==> src/rtl/mm_pkg.sv <==
// Shared types and sizing helpers for the mm_sched tile sequencer.
// Holds the FSM state enum, default geometry and width functions.
package mm_pkg;

    typedef enum logic [2:0] {
        IDLE,
        FEED,
        DRAIN,
        FLUSH,
        WAIT_OUT,
        DONE
    } mm_sched_state_t;

    localparam int MM_M      = 4;
    localparam int MM_N1     = 4;
    localparam int MM_N2     = 4;
    localparam int MM_RD_LAT = 1;

    localparam int TILES_A   = MM_M / MM_N1;
    localparam int TILES_B   = MM_M / MM_N2;
    localparam int DRAIN_CYC = MM_RD_LAT + MM_N1 + MM_N2 - 1;

    function automatic int cnt_w(input int n);
        return (n <= 2) ? 1 : $clog2(n);
    endfunction

    function automatic int addr_w(input int m, input int n);
        return cnt_w(m * m / n);
    endfunction

    function automatic int drain_cyc(input int lat, input int n1, input int n2);
        return lat + n1 + n2 - 1;
    endfunction

endpackage

==> src/rtl/mm_sched_dly.sv <==
// RD_LAT-deep delay line carrying feed_valid and acc_clr.
// Async reset; synchronous clear empties the line on abort.
module mm_sched_dly
    import mm_pkg::*;
#(
    parameter int LAT = 1
) (
    input  logic clk,
    input  logic rst,
    input  logic clr,
    input  logic v_in,
    input  logic c_in,
    output logic v_out,
    output logic c_out
);

    logic [LAT-1:0] v_q;
    logic [LAT-1:0] c_q;

    // shift read strobe and first-beat marker toward the array
    always_ff @(posedge clk or posedge rst) begin
        if (rst) begin
            v_q <= '0;
            c_q <= '0;
        end else if (clr) begin
            v_q <= '0;
            c_q <= '0;
        end else begin
            v_q[0] <= v_in;
            c_q[0] <= c_in;
            for (int i = 1; i < LAT; i++) begin
                v_q[i] <= v_q[i-1];
                c_q[i] <= c_q[i-1];
            end
        end
    end

    assign v_out = v_q[LAT-1];
    assign c_out = c_q[LAT-1];

endmodule

==> src/rtl/mm_sched.sv <==
// Tile sequencer for the systolic matrix-multiply datapath.
// Optional perf counters are built when MM_SCHED_PERF_EN is defined.
module mm_sched
    import mm_pkg::*;
#(
    parameter int M      = MM_M,
    parameter int N1     = MM_N1,
    parameter int N2     = MM_N2,
    parameter int RD_LAT = MM_RD_LAT
) (
    input  logic                        clk,
    input  logic                        rst,
    input  logic                        start,
    input  logic                        abort,
    input  logic                        out_done,
    output logic                        busy,
    output logic                        done,
    output logic                        rd_en,
    output logic [addr_w(M, N1)-1:0]    rd_addr_A,
    output logic [addr_w(M, N2)-1:0]    rd_addr_B,
    output logic                        feed_valid,
    output logic                        acc_clr,
    output logic                        flush,
    output logic                        tile_last,
    output logic [31:0]                 perf_busy,
    output logic [31:0]                 perf_stall
);

    localparam int NTA = M / N1;
    localparam int NTB = M / N2;
    localparam int NDR = drain_cyc(RD_LAT, N1, N2);
    localparam int KW  = cnt_w(M);
    localparam int TAW = cnt_w(NTA);
    localparam int TBW = cnt_w(NTB);
    localparam int DW  = cnt_w(NDR);
    localparam int AWA = addr_w(M, N1);
    localparam int AWB = addr_w(M, N2);

    localparam logic [KW-1:0]  K_LAST  = KW'(M - 1);
    localparam logic [TAW-1:0] TA_LAST = TAW'(NTA - 1);
    localparam logic [TBW-1:0] TB_LAST = TBW'(NTB - 1);
    localparam logic [DW-1:0]  D_LAST  = DW'(NDR - 1);

    mm_sched_state_t state_q, state_d;

    logic [KW-1:0]  k_q, k_d;
    logic [TAW-1:0] ta_q, ta_d;
    logic [TBW-1:0] tb_q, tb_d;
    logic [DW-1:0]  dc_q, dc_d;

    logic           busy_d, rd_en_d, first_d;
    logic           flush_d, done_d, tl_d;
    logic           rd_first_q;
    logic [AWA-1:0] addr_a_d;
    logic [AWB-1:0] addr_b_d;
    logic           last_tile;
    logic           aborting;

    assign last_tile = (ta_q == TA_LAST) && (tb_q == TB_LAST);
    assign aborting  = abort && (state_q != IDLE);

    // next state, loop counters and next registered outputs
    always_comb begin
        state_d = state_q;
        k_d     = k_q;
        ta_d    = ta_q;
        tb_d    = tb_q;
        dc_d    = dc_q;
        if (abort) begin
            state_d = IDLE;
        end else begin
            unique case (state_q)
                IDLE: begin
                    if (start) begin
                        state_d = FEED;
                        k_d     = '0;
                        ta_d    = '0;
                        tb_d    = '0;
                    end
                end
                FEED: begin
                    if (k_q == K_LAST) begin
                        state_d = DRAIN;
                        dc_d    = '0;
                    end else begin
                        k_d = k_q + KW'(1);
                    end
                end
                DRAIN: begin
                    if (dc_q == D_LAST) begin
                        state_d = FLUSH;
                    end else begin
                        dc_d = dc_q + DW'(1);
                    end
                end
                FLUSH: begin
                    state_d = WAIT_OUT;
                end
                WAIT_OUT: begin
                    if (out_done) begin
                        if (last_tile) begin
                            state_d = DONE;
                        end else begin
                            state_d = FEED;
                            k_d     = '0;
                            if (tb_q == TB_LAST) begin
                                tb_d = '0;
                                ta_d = ta_q + TAW'(1);
                            end else begin
                                tb_d = tb_q + TBW'(1);
                            end
                        end
                    end
                end
                DONE: begin
                    state_d = IDLE;
                end
                default: begin
                    state_d = IDLE;
                end
            endcase
        end

        busy_d  = (state_d != IDLE);
        rd_en_d = (state_d == FEED);
        first_d = rd_en_d && (k_d == '0);
        flush_d = (state_d == FLUSH);
        done_d  = (state_d == DONE);
        tl_d    = busy_d && (ta_d == TA_LAST) && (tb_d == TB_LAST);
        addr_a_d = rd_addr_A;
        addr_b_d = rd_addr_B;
        if (rd_en_d) begin
            addr_a_d = AWA'(int'(ta_d) * M + int'(k_d));
            addr_b_d = AWB'(int'(tb_d) * M + int'(k_d));
        end
    end

    // state, counters and all registered outputs
    always_ff @(posedge clk or posedge rst) begin
        if (rst) begin
            state_q    <= IDLE;
            k_q        <= '0;
            ta_q       <= '0;
            tb_q       <= '0;
            dc_q       <= '0;
            busy       <= 1'b0;
            rd_en      <= 1'b0;
            rd_first_q <= 1'b0;
            flush      <= 1'b0;
            done       <= 1'b0;
            tile_last  <= 1'b0;
            rd_addr_A  <= '0;
            rd_addr_B  <= '0;
        end else begin
            state_q    <= state_d;
            k_q        <= k_d;
            ta_q       <= ta_d;
            tb_q       <= tb_d;
            dc_q       <= dc_d;
            busy       <= busy_d;
            rd_en      <= rd_en_d;
            rd_first_q <= first_d;
            flush      <= flush_d;
            done       <= done_d;
            tile_last  <= tl_d;
            rd_addr_A  <= addr_a_d;
            rd_addr_B  <= addr_b_d;
        end
    end

    mm_sched_dly #(
        .LAT (RD_LAT)
    ) u_dly (
        .clk   (clk),
        .rst   (rst),
        .clr   (aborting),
        .v_in  (rd_en),
        .c_in  (rd_first_q),
        .v_out (feed_valid),
        .c_out (acc_clr)
    );

`ifdef MM_SCHED_PERF_EN
    // saturating busy/stall counters, cleared when a job is accepted
    always_ff @(posedge clk or posedge rst) begin
        if (rst) begin
            perf_busy  <= '0;
            perf_stall <= '0;
        end else if (state_q == IDLE && start && !abort) begin
            perf_busy  <= '0;
            perf_stall <= '0;
        end else begin
            if (state_q != IDLE && perf_busy != '1) begin
                perf_busy <= perf_busy + 32'd1;
            end
            if (state_q == WAIT_OUT && perf_stall != '1) begin
                perf_stall <= perf_stall + 32'd1;
            end
        end
    end
`else
    assign perf_busy  = '0;
    assign perf_stall = '0;
`endif

endmodule

==> config.mk <==
export PLATFORM = sky130hd
export DESIGN_NAME = mm_sched
export DESIGN_NICKNAME = d
export VERILOG_FILES = /design/src/rtl/mm_pkg.sv /design/src/rtl/mm_sched_dly.sv /design/src/rtl/mm_sched.sv
export SDC_FILE = /design/constraint.sdc
export NUM_CORES = 1
export LEC_CHECK = 0
export ABC_CLOCK_PERIOD_IN_PS = 2050
export CAP_MARGIN = 20
export CORE_AREA = 2 2 65 67
export DETAILED_ROUTE_END_ITERATION = 12
export DIE_AREA = 0 0 67 69
export PLACE_DENSITY_LB_ADDON = 0.12
export SLEW_MARGIN = 20
export SYNTH_ARGS = -nofsm -noshare
export SYNTH_HDL_FRONTEND = slang
export SYNTH_SLANG_ARGS = --single-unit
==> constraint.sdc <==
create_clock -name clk -period 2.05 [get_ports clk]
set_input_delay 0.41 -clock clk [delete_from_list [all_inputs] [get_ports clk]]
set_output_delay 0.41 -clock clk [all_outputs]
set_load 0.01 [all_outputs]
==> Word-level counts from Yosys, hierarchy flattened <==
Index checks and enable logic that the tools add are counted.
{ "word_totals": {"regBits": 22, "latch_bits": 0, "ram_bits": 0, "mem_bits_ro": 0, "inputBits": 5, "output_inout_bits": 75, "word_cells": 78, "n_memories": 0} }
{ "op_classes": {"add_sub_neg": 6, "multipliers": 0, "div": 0, "magnitude_cmp": 0, "n_eq_ne": 11, "shift": 0, "muxes": 30, "bitwise": 5, "n_reduce_logical": 11} }
{ "ops": {"columns": ["op", "count"], "rows": [
  ["3-bit 2-to-1 mux", 8],
  ["3-bit one-hot mux with 5 select lines", 1],
  ["1-bit 2-to-1 mux", 12],
  ["2-bit 2-to-1 mux", 5],
  ["3-bit by 2-bit == test with 1-bit output (second input constant)", 3],
  ["3-bit == test (second input constant)", 3],
  ["3-bit by 1-bit == test with 1-bit output (second input constant)", 2],
  ["2-bit one-hot mux with 3 select lines", 1],
  ["3-bit one-hot mux with 2 select lines", 1],
  ["3-bit nonzero test", 2],
  ["1-bit logical AND", 5],
  ["1-bit inverter", 5],
  ["1-bit by 2-bit adder with 2-bit output (first input constant)", 2],
  ["2-bit inequality test (second input constant)", 2],
  ["1-bit one-hot mux with 2 select lines", 2],
  ["4-bit AND reduction", 1],
  ["3-bit by 1-bit adder with 3-bit output (second input constant)", 1],
  ["3-bit zero test", 1],
  ["1-bit adder (second input constant)", 2],
  ["2-bit by 1-bit adder with 2-bit output (second input constant)", 1],
  ["2-bit == test (second input constant)", 1],
  ["2-bit zero test", 1],
  ["2-bit nonzero test", 1]
]} }

==> Logic depth before layout (Yosys ltp) <==
Gate-level depths: netlist of the first run.
{ "logic_depth": {"depth_word": 9, "depth_mapped": 6, "depth_no_buf": 6} }

==> Modules after synthesis <==
A second synthesis of the first run with hierarchy kept.
{ "unflattened": {"cells_unflattened": 152, "area_unflattened_um2": 1480.2} }
{ "modules_own_cells": {"columns": ["mod", "instances", "cells_per_inst", "area_per_inst_um2", "seq_area_each_um2"], "rows": [
  ["mm_sched", 1, 147, 1413.9, 450.4],
  ["mm_sched_dly", 1, 5, 66.3, 50.0]
]} }

==> Least setup slack after synthesis of the first run <==
No wires, ideal clock.
{ "synth_path": {"path_type": "register to register", "from": "register dc_q[0]", "to": "register rd_addr_B[1]", "setup_time_ps": 127, "arrival_time_ps": 1384, "required_ps": 1923, "path_slack_ps": 539, "path_stages_with_launch": 7, "n_path_buf": 0, "synth_period_minus_slack_ps": 1511, "cell_sequence": "dfrtp_1 ha_1 ha_1 a22oi_2 o21ai_2 nand3_2 mux2_1"} }
{ "synth_via": {"elab_chain_cells": 5} }
{ "synth_rtl": {"columns": ["item", "line_no", "text"], "rows": [
  ["from (decl)", "mm_sched.sv:49", "logic [DW-1:0] dc_q, dc_d;"],
  ["from (signal assigned)", "mm_sched.sv:145", "dc_q <= '0;"],
  ["from (signal assigned)", "mm_sched.sv:159", "dc_q <= dc_d;"],
  ["3-bit == test", "mm_sched.sv:90", "if (dc_q == D_LAST) begin"],
  ["3-bit 2-to-1 mux", "mm_sched.sv:90", null],
  ["3-bit one-hot mux with 5 select lines", "mm_sched.sv:72", "unique case (state_q)"],
  ["3-bit 2-to-1 mux", "mm_sched.sv:69", "if (abort) begin"],
  ["3-bit by 1-bit == test with 1-bit output", "mm_sched.sv:125", "rd_en_d = (state_d == FEED);"],
  ["to (signal assigned)", "mm_sched.sv:167", "rd_addr_B <= addr_b_d;"],
  ["to (decl)", "mm_sched.sv:20", "output logic [addr_w(M, N2)-1:0] rd_addr_B,"]
]} }
Every way passes these cells.
A chain may end at the register's enable or synchronous reset.

==> Worst setup path in the final report of the first run <==
{ "layout_path": {"from": "register state_q[2]", "to": "register rd_addr_B[1]"} }
{ "layout_via": {"elab_chain_cells": 4, "word_cells_on_any_way": 15, "classes_between": "add/sub (1); eq/ne (5); mux (8); reduce/logical (1)"} }
{ "layout_rtl": {"columns": ["item", "line_no", "text"], "rows": [
  ["from (decl)", "mm_sched.sv:44", "mm_sched_state_t state_q, state_d;"],
  ["from (signal assigned)", "mm_sched.sv:155", "state_q <= state_d;"],
  ["3-bit == test, or another cell as far along", "mm_sched.sv:72", null],
  ["2-bit one-hot mux with 3 select lines / 3-bit one-hot mux with 5 select lines (equally long branches)", "mm_sched.sv:72", null],
  ["2-bit 2-to-1 mux / 3-bit 2-to-1 mux (equally long branches)", "mm_sched.sv:69", null],
  ["1-bit by 2-bit adder with 2-bit output / 3-bit by 1-bit == test with 1-bit output (equally long branches)", "mm_sched.sv:134, mm_sched.sv:125", null]
]} }
Several ways; a longest one is shown, not always the timed one.

==> results of run 1 <==
Yosys cell counts, types with 2 or more instances:
| cell type | n |
|---|---|
| nor2b_4 | 2 |
| a31oi_1 | 3 |
| o21ai_0 | 7 |
| a21oi_1 | 2 |
| nand2_1 | 9 |
| nand2b_1 | 2 |
| ha_1 | 2 |
| inv_1 | 3 |
| and2_1 | 5 |
| buf_4 | 68 |
| dfrtp_1 | 20 |
| nor2_1 | 5 |
| nor2b_1 | 3 |
through the flow:
step,setup slack (ps),power (mW),utilization,hold slack (ps)
6_report,252,0.968,0.363,452
5_1_grt,148,1.02,0.363,489
4_1_cts,251,0.982,0.363,457
3_5_place_dp,59.7,0.676,0.348,439
3_3_place_gp,119,0.675,0.348,435
2_1_floorplan,539,0.695,-,374
sequential cells by signal, summed over array words and instances (netlist names):
register,cells
dc_q,3
state_q,3
k_q,2
rd_addr_B,2
busy,1
done,1
flush,1
rd_en,1
rd_first_q,1
ta_q,1
tb_q,1
tile_last,1
u_dly.c_out,1
u_dly.v_out,1
worst max-delay path, delay by kind of cell, from the launching register on:
family / cells / cell delay (ps)
AOI/OAI and AO/OA: 2 / 430
DFF: 1 / 530
and+or+nand+nor: 2 / 380
muxes: 1 / 340
area by class of cell:
cell class / instances / area, um^2 / area share
timing repair buffer: 18 / 173 / 0.122
tap: 50 / 62.6 / 0.0441
inverter: 3 / 11.3 / 0.00794
sequential: 20 / 500 / 0.353
multi-input combinational: 122 / 617 / 0.435
clock buffer: 4 / 55.1 / 0.0388
routing by layer:
metal,up-vias,track usage
li1,392,-
met5,-,0
met2,39,0.155
met4,0,0.0204
met3,2,0.0359
met1,375,0.107
logic make-up (layout without fill, tap and decap cells):
| kind of cell | count (synthesis) | count (layout) | synth area share |
|---|---|---|---|
| adders and majority gates | 2 | 2 | 0.0176 |
| and+or+nand+nor | 33 | 33 | 0.137 |
| AOI/OAI and AO/OA | 22 | 22 | 0.103 |
| other | 1 | 64 | 0.00264 |
| DFF | 20 | 20 | 0.353 |
| muxes | 1 | 1 | 0.00794 |
| buffers and inverters | 73 | 25 | 0.379 |
power by group:
group	switching [mW]	total (mW)	internal, mW
clock	0.128	0.299	0.171
sequential	0.0289	0.453	0.424
combinational	0.126	0.216	0.0902
worst max path at each step:
stage / from / end
4_1_cts: state_q[2] / rd_addr_B[1]
3_5_place_dp: start / rd_addr_B[1]
5_1_grt: state_q[2] / rd_addr_B[1]
2_1_floorplan: dc_q[0] / rd_addr_B[1]
6_report: state_q[2] / rd_addr_B[1]
3_3_place_gp: start / rd_addr_B[1]
==> impl_metrics.toml, run 1 <==
[finish]
nFillCells = 423
final_cells = 217
fin_area_um2 = 1420
drive_gt1_frac = 0.0838
nets = 175
mostFrequentLayoutCell = "conb_1"
area_delta_synth_final_pct = -0.0000705
antenna_cells = 0
layout_common_cells = "64 x conb_1, 20 x dfrtp_1, 15 x clkdlybuf4s50_1"

[yosys]
synth_area_leaders = "buf_4 36%, dfrtp_1 35%, o21ai_0 2.5%, nand2_1 2.4%, and2_1 2.2%"
synthCells = 152
synth-seq-cells = 20
synthArstFlopShare = 1.00
synthesis.area_um2 = 1420
seq_area_frac_synth = 0.353
yosys.area.top_type_share = 0.360
synth-edff-count = 0
synth_flop_cell = "dfrtp_1"
yosysWarnings = 0
synth_cell_types = 34
yosys.area.top_type = "buf_4"
postSynthAreaPerCell_um2 = 9.33

[die]
die_area_um2 = 4620
die_y_um = 69
start_util = 0.363
die_w_um = 67
core.rowCount = 23
core-area_um2 = 3910
num_io_pins = 80

[pwr]
leakage_nw = 0.729
power.density_nw_per_um2 = 682
ir_drop_v = 0.000386

[detailed_routing]
finalWirelength_mm = 2.16
top_layer_used = "met4"
wire_per_inst_um = 9.95
ant_nets = 0
dr.pass1.iters = 4
vias = 808
dr_wl_met2_mm = 1.07
drt-vias-per-instance = 3.72
wl_met1_um = 893
wl_met3_um = 177
drt_iter0_drc = 25
drc = 0

[placed_design]
placedCellCount = 213
dp_hpwl_mm = 1.68
gp_congestion = 0.749
port_buffers = 15
placed_area_um2 = 1360

[global_route]
grt_max_degree = 21
grt_pass1_vias = 720
grt_first_pass_wirelength_mm = 3.31
grt_usage = 0.0915
grt_antenna_before_repair = 0
overflow = 0

[hold_path]
hp-class = "register to register"
holdPathStages = 1
hold_end = "u_dly.c_out"
min_from = "rd_first_q"

[critical_path]
worstPathArrival_ps = 1940
cp_slowest_stage_delay_ps = 530
crit_fanout = 11
cp_cell_sequence = "nand2b_1 -> a211o_1 -> o21ai_2 -> nand3_2 -> mux2_1"
regToRegEndpoint = "rd_addr_B[1]"
regToRegStartpoint = "state_q[2]"
rr_worst_depth = 5
worstSetupStartpointType = "register"
crit_type = "register to register"
required_ps = 2190
slowest_stage = "dfrtp_1"
endpoint_kind = "register"
rrSetupSlack_ps = 250

[timing]
grt_setup_unrepaired = "false"
hold_violations = 0
drv_slew = 0
post-route-period-util = 0.877
max_freq_mhz = 556
setup_viol = 0
skew_ps = 2.45
period_minus_slack_ps = 1800
tns_ps = 0

[clock_tree]
post-cts-setup-buffers = 0
postCtsHoldBufs = 0
cts_tree = "yes"
clk_latency_ps = 250
clock_sinks = 20
clk_pin_slew_ps = 70
cts.path.max_buffers = 2
numCtsBuffers = 3
cts-htree-levels = 1
clockRootBuffer = "clkbuf_8"
cts_resized = 0

[status]
status = "completed"

[flow_run]
drv_cap = 0
Power figures use the tool's default switching activity.
==> run 2, diff against run 1 <==
Settings changed: SLEW_MARGIN 20 to default.
==> results of run 2 <==
The final DEF is identical to that of run 1; final timing and power are the same.
